`src/rtl/pipe_stage_skid_pkg.sv`:
```
// pipe_pkg: types and constants shared by the pipeline-stage registers.
//   pipe_state_t : stage fill state (EMPTY / FULL / SKID)
//   RV_NOP       : addi x0,x0,0, used to build BUBBLE_VALUE for
//                  stages that carry an instruction word
//   occ_of()     : occupancy count for a given fill state
package pipe_pkg;

  typedef enum logic [1:0] {PS_EMPTY, PS_FULL, PS_SKID} pipe_state_t;

  localparam logic [31:0] RV_NOP = 32'h0000_0013;

  function automatic logic [1:0] occ_of(input pipe_state_t s);
    case (s)
      PS_FULL: occ_of = 2'd1;
      PS_SKID: occ_of = 2'd2;
      default: occ_of = 2'd0;
    endcase
  endfunction

endpackage

```
`src/rtl/pipe_stage_skid_if.sv`:
```
// pipe_stage_skid_if: handshake bundle around one pipeline stage.
//   flush                  hazard-unit flush (sync)
//   in_valid/in_data       upstream payload, in_ready back to upstream
//   out_valid/out_data     payload to downstream, out_ready from downstream
//   occupancy              entries held by the stage (0..2)
// master = the environment (upstream + downstream + hazard unit),
// slave  = the stage itself.
interface pipe_stage_skid_if #(
  parameter int DATA_W = 96
);
  logic              flush;
  logic              in_valid;
  logic [DATA_W-1:0] in_data;
  logic              in_ready;
  logic              out_valid;
  logic [DATA_W-1:0] out_data;
  logic              out_ready;
  logic [1:0]        occupancy;

  modport master (
    output flush, in_valid, in_data, out_ready,
    input  in_ready, out_valid, out_data, occupancy
  );

  modport slave (
    input  flush, in_valid, in_data, out_ready,
    output in_ready, out_valid, out_data, occupancy
  );
endinterface

```
`src/rtl/pipe_stage_skid.sv`:
```
// pipe_stage_skid: valid/ready pipeline register with optional 2-entry skid.
//   clk    : rising-edge clock
//   reset  : asynchronous, active-high
//   bus    : pipe_stage_skid_if.slave (flush, in_*, out_*, occupancy)
// SKID_EN=1: in_ready is a flop, so a downstream stall never reaches
//            upstream combinationally; a payload arriving during the stall
//            edge is parked in the skid register.
// SKID_EN=0: single register, in_ready = !out_valid | out_ready.
// out_data shows BUBBLE_VALUE whenever out_valid is low.
module pipe_stage_skid
  import pipe_pkg::*;
#(
  parameter int                DATA_W       = 96,
  parameter bit                SKID_EN      = 1'b1,
  parameter logic [DATA_W-1:0] BUBBLE_VALUE = '0
) (
  input logic              clk,
  input logic              reset,
  pipe_stage_skid_if.slave bus
);

  pipe_state_t       r_state, w_state_nxt;
  logic [DATA_W-1:0] r_main, w_main_nxt;
  logic [DATA_W-1:0] w_skid, w_skid_nxt;
  logic              r_out_valid;
  logic [1:0]        r_occ;
  logic              w_in_ready;
  logic              w_in_xfer;

  assign w_in_xfer = bus.in_valid & w_in_ready;

  // state register
  always_ff @(posedge clk or posedge reset) begin
    if (reset) r_state <= PS_EMPTY;
    else       r_state <= w_state_nxt;
  end

  // next-state logic; flush overrides every transition
  always_comb begin
    w_state_nxt = r_state;
    if (bus.flush) begin
      w_state_nxt = PS_EMPTY;
    end else begin
      case (r_state)
        PS_EMPTY: if (w_in_xfer) w_state_nxt = PS_FULL;
        PS_FULL: begin
          // without a skid, in_ready is low in a stalled FULL, so the
          // first branch can only fire when SKID_EN=1
          if (w_in_xfer && !bus.out_ready && SKID_EN) w_state_nxt = PS_SKID;
          else if (!w_in_xfer && bus.out_ready)       w_state_nxt = PS_EMPTY;
        end
        PS_SKID:  if (bus.out_ready) w_state_nxt = PS_FULL;
        default:  w_state_nxt = PS_EMPTY;
      endcase
    end
  end

  // datapath next values
  always_comb begin
    w_main_nxt = r_main;
    w_skid_nxt = w_skid;
    if (bus.flush) begin
      w_main_nxt = BUBBLE_VALUE;
      w_skid_nxt = BUBBLE_VALUE;
    end else begin
      case (r_state)
        PS_EMPTY: if (w_in_xfer) w_main_nxt = bus.in_data;
        PS_FULL: begin
          if (w_in_xfer && bus.out_ready) w_main_nxt = bus.in_data;
          else if (w_in_xfer)             w_skid_nxt = bus.in_data;
          else if (bus.out_ready)         w_main_nxt = BUBBLE_VALUE;
        end
        PS_SKID: begin
          if (bus.out_ready) begin
            w_main_nxt = w_skid;
            w_skid_nxt = BUBBLE_VALUE;
          end
        end
        default: w_main_nxt = BUBBLE_VALUE;
      endcase
    end
  end

  // outputs are registered from the next state so they are glitch-free
  always_ff @(posedge clk or posedge reset) begin
    if (reset) begin
      r_main      <= BUBBLE_VALUE;
      r_out_valid <= 1'b0;
      r_occ       <= 2'd0;
    end else begin
      r_main      <= w_main_nxt;
      r_out_valid <= (w_state_nxt != PS_EMPTY);
      r_occ       <= occ_of(w_state_nxt);
    end
  end

  generate
    if (SKID_EN) begin : g_skid
      logic [DATA_W-1:0] r_skid;
      logic              r_in_ready;

      always_ff @(posedge clk or posedge reset) begin
        if (reset) begin
          r_skid     <= '0;
          r_in_ready <= 1'b1;
        end else begin
          r_skid     <= w_skid_nxt;
          r_in_ready <= (w_state_nxt != PS_SKID);
        end
      end

      assign w_skid     = r_skid;
      assign w_in_ready = r_in_ready;
    end else begin : g_noskid
      logic unused_skid;

      assign w_skid      = '0;
      assign unused_skid = ^w_skid_nxt;
      // legacy stall: accept when empty or when the held payload leaves
      assign w_in_ready  = !r_out_valid | bus.out_ready;
    end
  endgenerate

  assign bus.in_ready  = w_in_ready;
  assign bus.out_valid = r_out_valid;
  assign bus.out_data  = r_main;
  assign bus.occupancy = r_occ;

endmodule

```
`src/flat_wrapper.sv`:
```
// flat-port wrapper written by rule: the top's interface ports become plain ports
module pipe_stage_skid_flat import pipe_pkg::*;
#(
  parameter int                DATA_W       = 96,
  parameter bit                SKID_EN      = 1'b1,
  parameter logic [DATA_W-1:0] BUBBLE_VALUE = '0
)
  (clk, reset, bus_flush, bus_in_valid, bus_in_data, bus_out_ready, bus_in_ready, bus_out_valid, bus_out_data, bus_occupancy);
  pipe_stage_skid_if #(.DATA_W(DATA_W)) bus_i ();
  input logic clk;
  input logic reset;
  input wire logic [$bits(bus_i.flush)-1:0] bus_flush;
  input wire logic [$bits(bus_i.in_valid)-1:0] bus_in_valid;
  input wire logic [$bits(bus_i.in_data)-1:0] bus_in_data;
  input wire logic [$bits(bus_i.out_ready)-1:0] bus_out_ready;
  output wire logic [$bits(bus_i.in_ready)-1:0] bus_in_ready;
  output wire logic [$bits(bus_i.out_valid)-1:0] bus_out_valid;
  output wire logic [$bits(bus_i.out_data)-1:0] bus_out_data;
  output wire logic [$bits(bus_i.occupancy)-1:0] bus_occupancy;
  assign bus_i.flush = bus_flush;
  assign bus_i.in_valid = bus_in_valid;
  assign bus_i.in_data = bus_in_data;
  assign bus_i.out_ready = bus_out_ready;
  assign bus_in_ready = bus_i.in_ready;
  assign bus_out_valid = bus_i.out_valid;
  assign bus_out_data = bus_i.out_data;
  assign bus_occupancy = bus_i.occupancy;
  pipe_stage_skid #(.DATA_W(DATA_W), .SKID_EN(SKID_EN), .BUBBLE_VALUE(BUBBLE_VALUE)) u_core (.clk(clk), .reset(reset), .bus(bus_i));
endmodule
```
`config.mk`:
```
export PLATFORM = sky130hd
export DESIGN_NAME = pipe_stage_skid_flat
export DESIGN_NICKNAME = d
export VERILOG_FILES = /design/src/rtl/pipe_stage_skid_pkg.sv /design/src/rtl/pipe_stage_skid_if.sv /design/src/rtl/pipe_stage_skid.sv /design/src/flat_wrapper.sv
export SDC_FILE = /design/constraint.sdc
export NUM_CORES = 1
export LEC_CHECK = 0
export BUFFER_PORTS_ARGS = -buffer_cell sky130_fd_sc_hd__buf_2
export CAP_MARGIN = 10
export CORE_ASPECT_RATIO = 0.6
export CORE_MARGIN = 3
export CORE_UTILIZATION = 55
export DETAILED_ROUTE_END_ITERATION = 10
export GPL_TIMING_DRIVEN = 0
export PLACE_DENSITY = 0.77
export SYNTH_ARGS = -nofsm -noshare
export SYNTH_HDL_FRONTEND = slang
export SYNTH_SLANG_ARGS = --single-unit
```
`constraint.sdc`:
```
create_clock -name clk -period 12.35 [get_ports clk]
set_input_delay 0.6175 -clock clk [delete_from_list [all_inputs] [get_ports clk]]
set_output_delay 0.6175 -clock clk [all_outputs]
set_load 0.005 [all_outputs]
```
# Word-level counts from Yosys, hierarchy flattened
# Cells that the tools add are included.
[op_classes]
bitwise_logic = 1
div_mod_pow = 0
shift = 0
magnitude_cmp = 0
multipliers = 0
muxes = 17
n_reduce_logical = 10
eq_ne = 11
n_addsub = 0
[op_table]
columns = ["operator", "n"]
rows = [
  ["$mux W96", 8],
  ["$pmux W96 S3", 1],
  ["$pmux W96 S2", 1],
  ["$mux W2", 5],
  ["$reduce_and A4 Y1", 2],
  ["$ne A3 B2 Y1 const B", 2],
  ["$ne A3 B3 Y1 const B", 2],
  ["$pmux W2 S3", 1],
  ["$eq A2 B1 Y1 const B", 2],
  ["$eq A2 B2 Y1 const B", 2],
  ["$ne A4 B3 Y1 const B", 1],
  ["$ne A4 B4 Y1 const B", 1],
  ["$pmux W2 S2", 1],
  ["$logic_and A1 B1 Y1", 3],
  ["$reduce_bool A3 Y1", 1],
  ["$logic_not A1 Y1", 2],
  ["$logic_not A2 Y1", 1],
  ["$ne A2 B2 Y1 const B", 1],
  ["$reduce_bool A2 Y1", 1],
  ["$and A1 B1 Y1", 1],
]
[word_totals]
ram_bits = 0
word_cells = 45
in_bits = 101
output_inout_bits = 100
reg_bits = 198
latch_bits = 0
mem_bits_ro = 0
memories = 0

# Logic depth before layout (Yosys ltp)
# Gate-level depths: netlist of run 1.
[logic_depth]
depth_word = 9
depth_mapped = 7

# Worst setup path before layout of run 1
# No wires, ideal clock.
[synth_timing]
path_kind = "in2reg"
start = "input port bus_flush"
end = "register u_core.g_skid.r_skid[0]"
arrival_time_ps = 1697
setup_slack_ps = 10532
cell_stages = 7
required_ps = 12229
setup_time_ps = 121
path_cell_list = "clkbuf_1 -> inv_1 -> o311a_1 -> buf_2 -> buf_6 -> buf_6 -> a22o_1"
[synth_via]
elab_chain_cells = 2
[synth_lines]
columns = ["element", "line_no", "rtl"]
rows = [
  ["start: declaration", "flat_wrapper.sv:12", "input wire logic [$bits(bus_i.flush)-1:0] bus_flush;"],
  ["$ne A3 B2 Y1 (no line) (tied with other cells)", "--", ""],
  ["$reduce_and A4 Y1 (no line)", "--", ""],
  ["end signal: assignment", "pipe_stage_skid.sv:107", "r_skid <= w_skid_nxt;"],
  ["end: declaration", "pipe_stage_skid.sv:99", "logic [DATA_W-1:0] r_skid;"],
]
# Parallel ways exist; a longest one is shown, timed or not.
# A chain may end at the register's enable or synchronous reset.

# Final worst setup path of run 1
[layout_timing]
start = "register u_core.r_state[1]"
end = "register u_core.g_skid.r_skid[7]"
[layout_via]
elab_chain_cells = 3
[layout_lines]
columns = ["element", "line_no", "rtl"]
rows = [
  ["start: declaration", "pipe_stage_skid.sv:22", "pipe_state_t r_state, w_state_nxt;"],
  ["start signal: assignment", "pipe_stage_skid.sv:35", "else r_state <= w_state_nxt;"],
  ["$eq A2 B1 Y1 or $eq A2 B2 Y1 (tied branches)", "pipe_stage_skid.sv:66", "case (r_state)"],
  ["$ne A3 B2 Y1 (no line) (tied with other cells)", "--", ""],
  ["$reduce_and A4 Y1 (no line) or $mux W96 (tied branches)", "--", ""],
]
# Parallel ways exist; a longest one is shown, timed or not.

==> metrics.md, run 1 <==
| Metric | Value |
|---|---|
| Place WS | 10,230 ps |
| Syn_nets | 785 |
| Synthesized area | 0.00909 mm^2 |
| Row cnt | 35 |
| Die area | 0.0182 mm^2 |
| CTS tree | built |
| Vias in the first global route | 7,218 |
| Post-synthesis cell type count | 29 |
| Final net count | 1,004 |
| Vias per cell | 6.44 |
| Drt wl/cell | 21.9 um |
| RSZ-0062 raised after global routing | false |
| Clock root buffer | clkbuf_16 |
| IO Port Bufs | 199 |
| H-Tree Depth | 4 |
| Worst Skew | 16.5 ps |
| Endpoints failing setup | 0 |
| Initial core utilization | 57.7% |
| Post-cts sizing count | 0 |
| Largest net degree at the start of global routing | 107 |
| Final WS setup | 10,350 ps |
| Core ar. | 0.0158 mm^2 |
| Period utilization | 16.2% |
| Area Growth Syn to Fin | 20.2% |
| Clock sink count | 198 |
| Total CTS buffers | 17 |
| Worst Tran Pin Value | 659 ps |
| Static Leak | 0.00530 uW |
| Top Ports | 201 |
| Hold buffers post-CTS | 0 |
| Final Non-Filler Cells | 1,117 |
| Power per cell area | 134 mW/mm^2 |
| Mapped Avg Cell Area | 13.3 um^2 |
| Max Slew Vio Count | 0 |
| Net Sw Frac | 28.2% |
| Final instance area | 0.0109 mm^2 |
| Via count | 7,198 |
| Clock buffer depth | 2 |
| Worst Hold Slack | 283 ps |
| Area post-placement | 0.0104 mm^2 |
| Storage cell area | 0.00496 mm^2 |
| Most frequent cells in the layout | 234 x buf_2, 197 x dfrtp_1, 192 x a22o_1 |
| Worst min path class | input port to async pin |
| Routed Antenna Nets | 0 |
| Max Fclk | 501 MHz |
| Commonest non-fill, non-tap cell in the layout | buf_2 |
| Final Hold Vio Count | 0 |
| Seq/Total Area, Yosys | 54.5% |
| Relative slew slack | 56.1% |
| Antenna diodes | 0 |
| Flop pwr share | 48.3% |
| Worst-Skew Late Latency | 420 ps |
| Clock transition at path regs | 80 ps |
| Top cell type's share of synthesized area | 54.2% |
| Post-synth top area cell | dfrtp_1 |
| Die Wd | 172 um |
| Area of the multi-input gates | 0.00367 mm^2 |
| Critical Path Sink Type | register |
| 1st-pass router iterations | 5 |
| Gr usage total | 27.1% |
| Setup TNS | 0 ps |
| Min Clock Period, post-route | 2000 ps |
| Combinational share of power | 15.4% |
| Placed instance count | 1,087 |
| Int Pwr | 1050 uW |
| Initial antenna violation count | 2 |
| Initial DRC Count | 670 |
| Residual DRC | 0 |
| Detailed placement HPWL | 17.5 mm |
| Worst Setup Start Kind | register |
| WL final | 24.5 mm |
| Worst setup path category | register to register |
| Outcome | finished, final reports clean |
| Post-CTS Setup Inserts | 0 |
| Critical path fanouts, max | 10 |
| GPL Wtd Cong | 0.837 |
| P_sw | 413 uW |
| Max cap viols | 0 |
| Die height | 106 um |
| Filler cells | 1,160 |
| Global-route wire length before repair | 39.0 mm |
| Maximum vdd drop | 75.8 uV |
| Clk network pwr share | 36.3% |
| Synthesis warning total | 0 |
| Required @ worst endpoint | 12,720 ps |
| Share of layout cells above drive strength 1 | 32.1% |
| Worst Path Arrival | 2360 ps |
| Synth Instances | 684 |
| GRT overflow | 0 |
| #FFs+latches synth | 198 |
| Top cells by area, synth | dfrtp_1 54%, a22o_1 18%, mux2i_1 11% |
## cells in the mapped netlist (all sizes together)
cell type  number
a211o           1
xnor2           1
a22o          192
nand2b          2
a21oi           1
mux2i          96
nand2           1
and4b           1
o311a           2
inv             4
nor4            1
nand4b          1
o21ai           1
dfstp           1
or2             1
nor2b           1
clkbuf         16
nand4bb         1
o2bb2ai        96
buf            61
o221ai          1
a31oi           1
dfrtp         197
nand3b          2
o22ai           2
## worst max-delay path: stages, from the launching register on
cell,delay (ps)
dfrtp_1,350
buf_2,150
buf_2,230
nor4_4,500
buf_4,280
buf_2,250
a22o_1,170
## power by group through the flow
| stage | clock network, uW | registers [uW] | logic [uW] |
|---|---|---|---|
| finish | 531 | 708 | 226 |
| detailed placement | 0 | 720 | 224 |
| global route | 564 | 712 | 247 |
| floorplan | 0 | 718 | 126 |
| global placement | 0 | 717 | 214 |
| CTS | 538 | 708 | 225 |
## path summary, 6_finish.rpt
| check | from | end | slack [ps] | depth (start not counted) |
|---|---|---|---|---|
| worst max-delay path | u_core.r_state[1] | u_core.g_skid.r_skid[7] | 10350 | 6 |
| worst min-delay path | reset | u_core.bus.out_data[77] | 280 | 2 |
| worst max register to register | u_core.r_state[1] | u_core.g_skid.r_skid[7] | 10350 | 6 |
| worst min register to register | u_core.bus.out_data[2] | u_core.bus.out_data[2] | 500 | 1 |
| max in group asynchronous | reset | u_core.bus.in_ready | 11120 | 3 |
| min in group clk | bus_in_data[69] | u_core.g_skid.r_skid[69] | 430 | 2 |
## metrics by stage
step	util, %	total power [uW]
2_1_floorplan	-	845
3_3_place_gp	65.6	932
3_5_place_dp	65.8	943
4_1_cts	69.3	1470
5_1_grt	69.3	1520
6_report	69.3	1470
## final cells by class
class	count	area share, %
clock buffer	18	4.02
buffer	77	4.11
tap	203	2.32
inverter	4	0.206
sequential	198	45.4
multi-input combinational	405	33.6
timing repair buffer	200	9.37
clock inverter	12	1.04
## kinds of logic (layout without fill, tap and decap cells)
kind of cell / count (synthesis) / after routing / share of synthesized area, %
AO/OA/AOI/OAI: 297 / 297 / 28.5
XOR/XNOR: 1 / 1 / 0.0964
buffers and inverters: 81 / 311 / 5.11
flip-flops: 198 / 198 / 54.5
multiplexers: 96 / 96 / 10.6
AND/OR/NAND/NOR: 11 / 11 / 1.16
## sequential cells by signal, indices dropped and copies added, names as in the netlist
| signal | count |
|---|---|
| u_core.bus.in_ready | 1 |
| u_core.bus.occupancy | 2 |
| u_core.bus.out_data | 96 |
| u_core.bus.out_valid | 1 |
| u_core.r_state | 2 |
| u_core.g_skid.r_skid | 96 |
## routing by layer
layer,global-route usage (%),wire length [um],up-vias
li1,-,-,3163
met1,40.8,11700,3697
met2,40.2,10800,301
met3,5.96,1660,33
met4,6.44,366,4
met5,0,27,-
Power figures use the tool's default switching activity.
==> inputs of run 2 (changes only) <==
ABC_AREA = 1   (was unset)
CORE_UTILIZATION = 50   (was 55)
PLACE_DENSITY = 0.73   (was 0.77)
clock period = 1.73 ns   (was 12.35 ns; I/O delays follow)
==> metrics.md, run 2 <==
| Metric | Value |
|---|---|
| Outcome | finished, final reports clean (unchanged) |
| Initial antenna violation count | 0 (was 2) |
| Worst path slowest cell | dfrtp_2 (was nor4_4) |
| Post-synthesis cell type count | 16 (was 29) |
| Seq/Total Area, Yosys | 52.5% (was 54.5%) |
| Routed Antenna Nets | 0 (unchanged) |
| Largest net degree at the start of global routing | 42 (was 107) |
| Vias per cell | 5.37 (was 6.44) |
| Worst-Skew Late Latency | 440 ps (was 420 ps) |
| Critical-path cell list | inv_4, nand2_1, nand3_2, nand2_4, nor2_4, buf_4, clkbuf_4, nand2_1, nand2_1 (was buf_2, buf_2, nor4_4, buf_4, buf_2, a22o_1) |
| #FFs+latches synth | 198 (unchanged) |
| Relative slew slack | 60.8% (was 56.1%) |
| IO Port Bufs | 200 (was 199) |
| Row cnt | 38 (was 35) |
| 1st-pass router iterations | 5 (unchanged) |
| Vias in the first global route | 9,470 (was 7,218) |
| Post-synth top area cell | dfrtp_1 (unchanged) |
| Most common cell in the netlist | nand2_1 (was dfrtp_1) |
| Area post-placement | 0.0108 mm^2 (was 0.0104 mm^2) |
| Synthesis warning total | 0 (unchanged) |
| Final instance area | 0.0129 mm^2 (was 0.0109 mm^2) |
| RSZ-0062 raised after global routing | true (was false) |
| Commonest non-fill, non-tap cell in the layout | nand2_1 (was buf_2) |
| Max Slew Vio Count | 0 (unchanged) |
| Synth Flop Type | dfrtp_1 (unchanged) |
| Initial core utilization | 51.6% (was 57.7%) |
| Synthesized area | 0.00944 mm^2 (was 0.00909 mm^2) |
| Detailed placement HPWL | 19.8 mm (was 17.5 mm) |
| Clock root buffer | clkbuf_16 (unchanged) |
| Top cell type's share of synthesized area | 52.2% (was 54.2%) |
| Via count | 10,052 (was 7,198) |
| Worst Setup Start Kind | register (unchanged) |
| Initial DRC Count | 1,270 (was 670) |
| Final net count | 1,719 (was 1,004) |
| Global-route wire length before repair | 48.6 mm (was 39.0 mm) |
| Core ar. | 0.0183 mm^2 (was 0.0158 mm^2) |
| Share of layout cells above drive strength 1 | 21.2% (was 32.1%) |
| Worst path most repeated cell | nand2_1 (was buf_2) |
| Synth Instances | 1,284 (was 684) |
| Gr usage total | 29.1% (was 27.1%) |
| Period utilization | 96.7% (was 16.2%) |
| Clock sink count | 198 (unchanged) |
| Antenna diodes | 0 (unchanged) |
| Critical path fanouts, max | 10 (unchanged) |
| Critical Path Sink Type | register (unchanged) |
| Max cap viols | 0 (unchanged) |
| Top cells by area, synth | dfrtp_1 52%, nand2_1 27%, nand3_1 15% (was dfrtp_1 54%, a22o_1 18%, mux2i_1 11%) |
| Most frequent cells in the layout | 680 x nand2_1, 289 x nand3_1, 205 x buf_2 (was 234 x buf_2, 197 x dfrtp_1, 192 x a22o_1) |
| Synth async-reset ratio | 100% (unchanged) |
| Max Fclk | 598 MHz (was 501 MHz) |
| Final Hold Vio Count | 0 (unchanged) |
| Die area | 0.0206 mm^2 (was 0.0182 mm^2) |
| H-Tree Depth | 4 (unchanged) |
| Worst min path class | input port to register (was input port to async pin) |
| Filler cells | 1,483 (was 1,160) |
| Endpoints failing setup | 0 (unchanged) |
| Slowest stage delay, CP | 470 ps (was 500 ps) |
| Die height | 112 um (was 106 um) |
| Area Growth Syn to Fin | 36.3% (was 20.2%) |
| Syn_nets | 1,385 (was 785) |
| Residual DRC | 0 (unchanged) |
| Worst Tran Pin Value | 587 ps (was 659 ps) |
| Post-synth EDFFs | 0 (unchanged) |
| Worst Skew | 9.00 ps (was 16.5 ps) |
| GRT overflow | 0 (unchanged) |
| CTS tree | built (unchanged) |
| Setup TNS | 0 ps (unchanged) |
| WL final | 29.5 mm (was 24.5 mm) |
| Most frequent cells after synthesis | 683 x nand2_1, 291 x nand3_1, 197 x dfrtp_1 (was 197 x dfrtp_1, 192 x a22o_1, 96 x mux2i_1, 96 x o2bb2ai_1, 35 x buf_2) |
| Maximum vdd drop | 625 uV (was 75.8 uV) |
| Top Ports | 201 (unchanged) |
| Die Wd | 183 um (was 172 um) |
| Power per cell area | 888 mW/mm^2 (was 134 mW/mm^2) |
| Static Leak | 0.00725 uW (was 0.00530 uW) |
| Mapped Avg Cell Area | 7.35 um^2 (was 13.3 um^2) |
| Clock transition at path regs | 70 ps (was 80 ps) |
| Clock buffer depth | 2 (unchanged) |
| Drt wl/cell | 15.8 um (was 21.9 um) |
| GPL Wtd Cong | 0.871 (was 0.837) |
| Required @ worst endpoint | 2110 ps (was 12,720 ps) |
| Min Clock Period, post-route | 1670 ps (was 2000 ps) |
| Total CTS buffers | 17 (unchanged) |
| Worst setup path category | register to register (unchanged) |
| Worst Path Arrival | 2050 ps (was 2360 ps) |
run 2: final timing paths:
| path | to | depth (start not counted) | slack, ps | from |
|---|---|---|---|---|
| worst min register to register | u_core.bus.out_data[54] | 2 | 470 | u_core.bus.out_data[54] |
| min in group asynchronous | u_core.bus.out_data[30] | 3 | 260 | reset |
| worst min-delay path | u_core.bus.occupancy[1] | 3 | 30 | bus_in_valid |
| max in group asynchronous | u_core.g_skid.r_skid[55] | 5 | 630 | reset |
| worst max-delay path | u_core.bus.out_data[12] | 9 | 60 | u_core.r_state[1] |
| worst max register to register | u_core.bus.out_data[12] | 9 | 60 | u_core.r_state[1] |
run 2: critical path: cells and delay by family (launching register included):
| family | cells | cell delay (ps) |
|---|---|---|
| AND/OR/NAND/NOR | 6 | 670 |
| flip-flops | 1 | 470 |
| buffers and inverters | 3 | 470 |
run 2: layer usage:
metal / part of all wire, % / vias up / routed length, um / GRT usage [%]
met5: 0 / - / 0 / 0
met4: 1.2 / 0 / 368 / 7.15
met3: 7.9 / 37 / 2340 / 5.08
met2: 42 / 453 / 12400 / 41.3
met1: 49 / 4792 / 14400 / 46.0
li1: - / 4770 / - / -
run 2: through the flow:
step	total power [uW]	std cells	utilization [%]	setup slack, ps	hold slack, ps
floorplan	5990	1284	-	-916	196
global placement	6680	1724	58.7	-2200	309
detailed placement	6740	1729	59.3	-747	181
CTS	11400	1865	69.3	2.92	12.8
global route	11900	1871	70.3	-26.4	25.3
finish	11400	1871	70.3	57.9	33.0
run 2: area by class of cell:
class / instances / area [um^2] / area share, %
multi-input combinational: 986 / 4150 / 32.3
tap: 240 / 300 / 2.33
sequential: 198 / 4960 / 38.5
timing repair buffer: 315 / 2200 / 17.1
buffer: 90 / 566 / 4.39
clock buffer: 24 / 482 / 3.74
inverter: 10 / 43.8 / 0.340
clock inverter: 8 / 169 / 1.31
run 2: what timing repair did:
item                       in CTS  in global routing
pin swaps                       6                  2
hold buffers                   98                  0
setup endpoints to repair     195                178
resized for setup              69                106
hold endpoints to repair      158                  0
setup buffers                   6                  6
run 2: cell families after synthesis:
| group | share of synthesized area [%] |
|---|---|
| AO/OA/AOI/OAI | 0.238 |
| buffers and inverters | 4.24 |
| flip-flops | 52.5 |
| AND/OR/NAND/NOR | 43.0 |
run 2: report_power, final:
part / total [uW] / switching (uW) / internal [uW]
logic: 1920 / 1110 / 804
registers: 5070 / 160 / 4910
clock network: 4440 / 1750 / 2680
total: 11400 / 3030 / 8400
==> inputs of run 3 (changes only) <==
ABC_AREA = unset   (was 1)
CORE_UTILIZATION = 49   (was 50)
GPL_ROUTABILITY_DRIVEN = 0   (was unset)
PLACE_DENSITY = 0.72   (was 0.73)
clock period = 1.5 ns   (was 1.73 ns; I/O delays follow)
==> metrics.md, run 3 (synthesized netlist as in run 1, its figures left out) <==
| Metric | Value |
|---|---|
| Outcome | finished with violations (was finished, final reports clean) |
| Failing checks | negative hold slack, negative setup slack |
| Residual DRC | 0 (unchanged) |
| RSZ-0062 raised after global routing | true (unchanged) |
| Area Growth Syn to Fin | 39.4% (was 36.3%) |
| Total power | 12,600 uW (was 11,400 uW) |
| CTS tree | built (unchanged) |
| Power per cell area | 994 mW/mm^2 (was 888 mW/mm^2) |
| Required @ worst endpoint | 1810 ps (was 2110 ps) |
| Relative slew slack | 46.9% (was 60.8%) |
| FF-to-FF Start | u_core.bus.in_ready (was u_core.r_state[1]) |
| H-Tree Depth | 4 (unchanged) |
| Worst-Skew Late Latency | 430 ps (was 440 ps) |
| Critical-path cell list | nand2_4, o311a_1, buf_6, buf_12, buf_8, a22o_1 (was inv_4, nand2_1, nand3_2, nand2_4, nor2_4, buf_4, clkbuf_4, nand2_1, nand2_1) |
| Die Wd | 182 um (was 183 um) |
| Via count | 7,643 (was 10,052) |
| Max Slew Vio Count | 0 (unchanged) |
| Initial antenna violation count | 0 (unchanged) |
| Period utilization | 117% (was 96.7%) |
| Die height | 112 um (about the same) |
| Most frequent cells in the layout | 203 x buf_2, 196 x dfrtp_1, 192 x a22o_1 (was 680 x nand2_1, 289 x nand3_1, 205 x buf_2) |
| WL final | 26.7 mm (was 29.5 mm) |
| Worst setup path category | register to register (unchanged) |
| Hold buffers post-CTS | 97 (was 98) |
| Row cnt | 37 (was 38) |
| Max cap viols | 0 (unchanged) |
| Worst min path class | input port to async pin (was input port to register) |
| Die area | 0.0203 mm^2 (was 0.0206 mm^2) |
| Global-route wire length before repair | 43.0 mm (was 48.6 mm) |
| Worst path slowest cell | dfstp_2 (was dfrtp_2) |
| Core ar. | 0.0176 mm^2 (was 0.0183 mm^2) |
| Worst Path Arrival | 2060 ps (was 2050 ps) |
| R2R depth | 6 (was 9) |
| Maximum vdd drop | 663 uV (was 625 uV) |
| Clock buffer depth | 2 (unchanged) |
| Last element of the critical path | u_core.g_skid.r_skid[29] (was u_core.bus.out_data[12]) |
| Commonest non-fill, non-tap cell in the layout | buf_2 (was nand2_1) |
| Reg-to-Reg End | u_core.g_skid.r_skid[29] (was u_core.bus.out_data[12]) |
| Endpoints failing setup | 192 (was 0) |
| Gr usage total | 26.1% (was 29.1%) |
| Final Non-Filler Cells | 1,271 (was 1,871) |
| Setup TNS | -35,580 ps (was 0 ps) |
| Critical path startpoint | u_core.bus.in_ready (was u_core.r_state[1]) |
| Detailed placement HPWL | 18.1 mm (was 19.8 mm) |
| Worst Setup Start Kind | register (unchanged) |
| Critical Path Stages | 6 (was 9) |
| Final instance area | 0.0127 mm^2 (was 0.0129 mm^2) |
| Routed Antenna Nets | 0 (unchanged) |
| Final net count | 1,126 (was 1,719) |
| Largest net degree at the start of global routing | 47 (was 42) |
| WP buf/inv | 3 (unchanged) |
| Placed instance count | 1,122 (was 1,729) |
| Worst Hold Slack | -210 ps (was 33.0 ps) |
| Drt wl/cell | 21.0 um (was 15.8 um) |
| Initial core utilization | 51.5% (was 51.6%) |
| Filler cells | 1,201 (was 1,483) |
| GRT overflow | 0 (unchanged) |
| Antenna diodes | 0 (unchanged) |
| Vias per cell | 6.01 (was 5.37) |
| Vias in the first global route | 8,001 (was 9,470) |
| Static Leak | 0.00602 uW (was 0.00725 uW) |
| 1st-pass router iterations | 5 (unchanged) |
| Top Ports | 201 (unchanged) |
| Clock sink count | 198 (unchanged) |
| Slowest stage delay, CP | 600 ps (was 470 ps) |
| Share of layout cells above drive strength 1 | 32.5% (was 21.2%) |
| Area post-placement | 0.0106 mm^2 (was 0.0108 mm^2) |
| Max Fclk | 572 MHz (was 598 MHz) |
| Clock root buffer | clkbuf_16 (unchanged) |
| Final WS setup | -248 ps (was 57.9 ps) |
| Final Hold Vio Count | 33 (was 0) |
| Clock transition at path regs | 80 ps (was 70 ps) |
| Total CTS buffers | 17 (unchanged) |
| Critical Path Sink Type | register (unchanged) |
| Critical path fanouts, max | 10 (unchanged) |
| Initial DRC Count | 575 (was 1,270) |
| Min Clock Period, post-route | 1750 ps (was 1670 ps) |
| IO Port Bufs | 199 (was 200) |
| CP delay by family, top | flip-flops (was simple AND/OR/NAND/NOR gates) |
| Worst Skew | 16.7 ps (was 9.00 ps) |
| R2R Setup Slk | -250 ps (was 60 ps) |
| Worst Tran Pin Value | 795 ps (was 587 ps) |
==> run 3: cell types whose count changed in the layout (fill, tap and decap cells not counted), sizes merged, moves of 5 or more <==
cell and change:
nand2 -682, nand3 -291, a22o +192, mux2i +96, o2bb2ai +96, clkbuf -47
buf +36, nor2 -7, bufinv -5
==> run 3: metrics by stage <==
step	utilization, %	setup WS, ps
floorplan	-	-1130
global route	71.9	-282
finish	71.9	-248
detailed placement	60.1	-517
CTS	71.0	-236
global placement	59.5	-2220
==> run 3: worst min-delay path by stage <==
| stage | from | end |
|---|---|---|
| global placement | bus_in_data[3] | u_core.g_skid.r_skid[3] |
| detailed placement | reset | u_core.bus.out_data[44] |
| floorplan | bus_in_data[0] | u_core.g_skid.r_skid[0] |
| CTS | reset | u_core.bus.out_data[24] |
| global route | reset | u_core.bus.out_data[29] |
| finish | reset | u_core.bus.out_data[24] |
==> run 3: final cells by class <==
cell class	count	area [um^2]	share of cell area, %
well taps	234	293	2.31
multi-input cells	405	3710	29.3
inverters	4	18.8	0.148
clock buffers	19	433	3.42
repair buffers	323	2420	19.1
plain buffers	76	726	5.73
flip-flops and latches	198	4960	39.1
clock inverters	12	113	0.889
==> run 3: routing by layer <==
layer	wire [um]	global-route usage, %	vias to the layer above
li1	-	-	3417
met1	12800	39.2	3909
met2	11900	39.1	288
met3	1660	4.93	29
met4	333	7.10	0
met5	0	0	-
==> run 3: repair_timing <==
action,4_1_cts,5_1_grt
cloned,6,3
endpoints found under the hold margin,156,33
endpoints found under the setup margin,198,198
gates resized for setup,53,27
buffers inserted,11,4
pin swaps,3,5
==> run 3: power by group <==
part | switching [uW] | internal, uW | total (uW)
clock network | 2160 | 2180 | 4350
logic | 1190 | 1230 | 2420
registers | 191 | 5640 | 5830
total | 3540 | 9060 | 12600
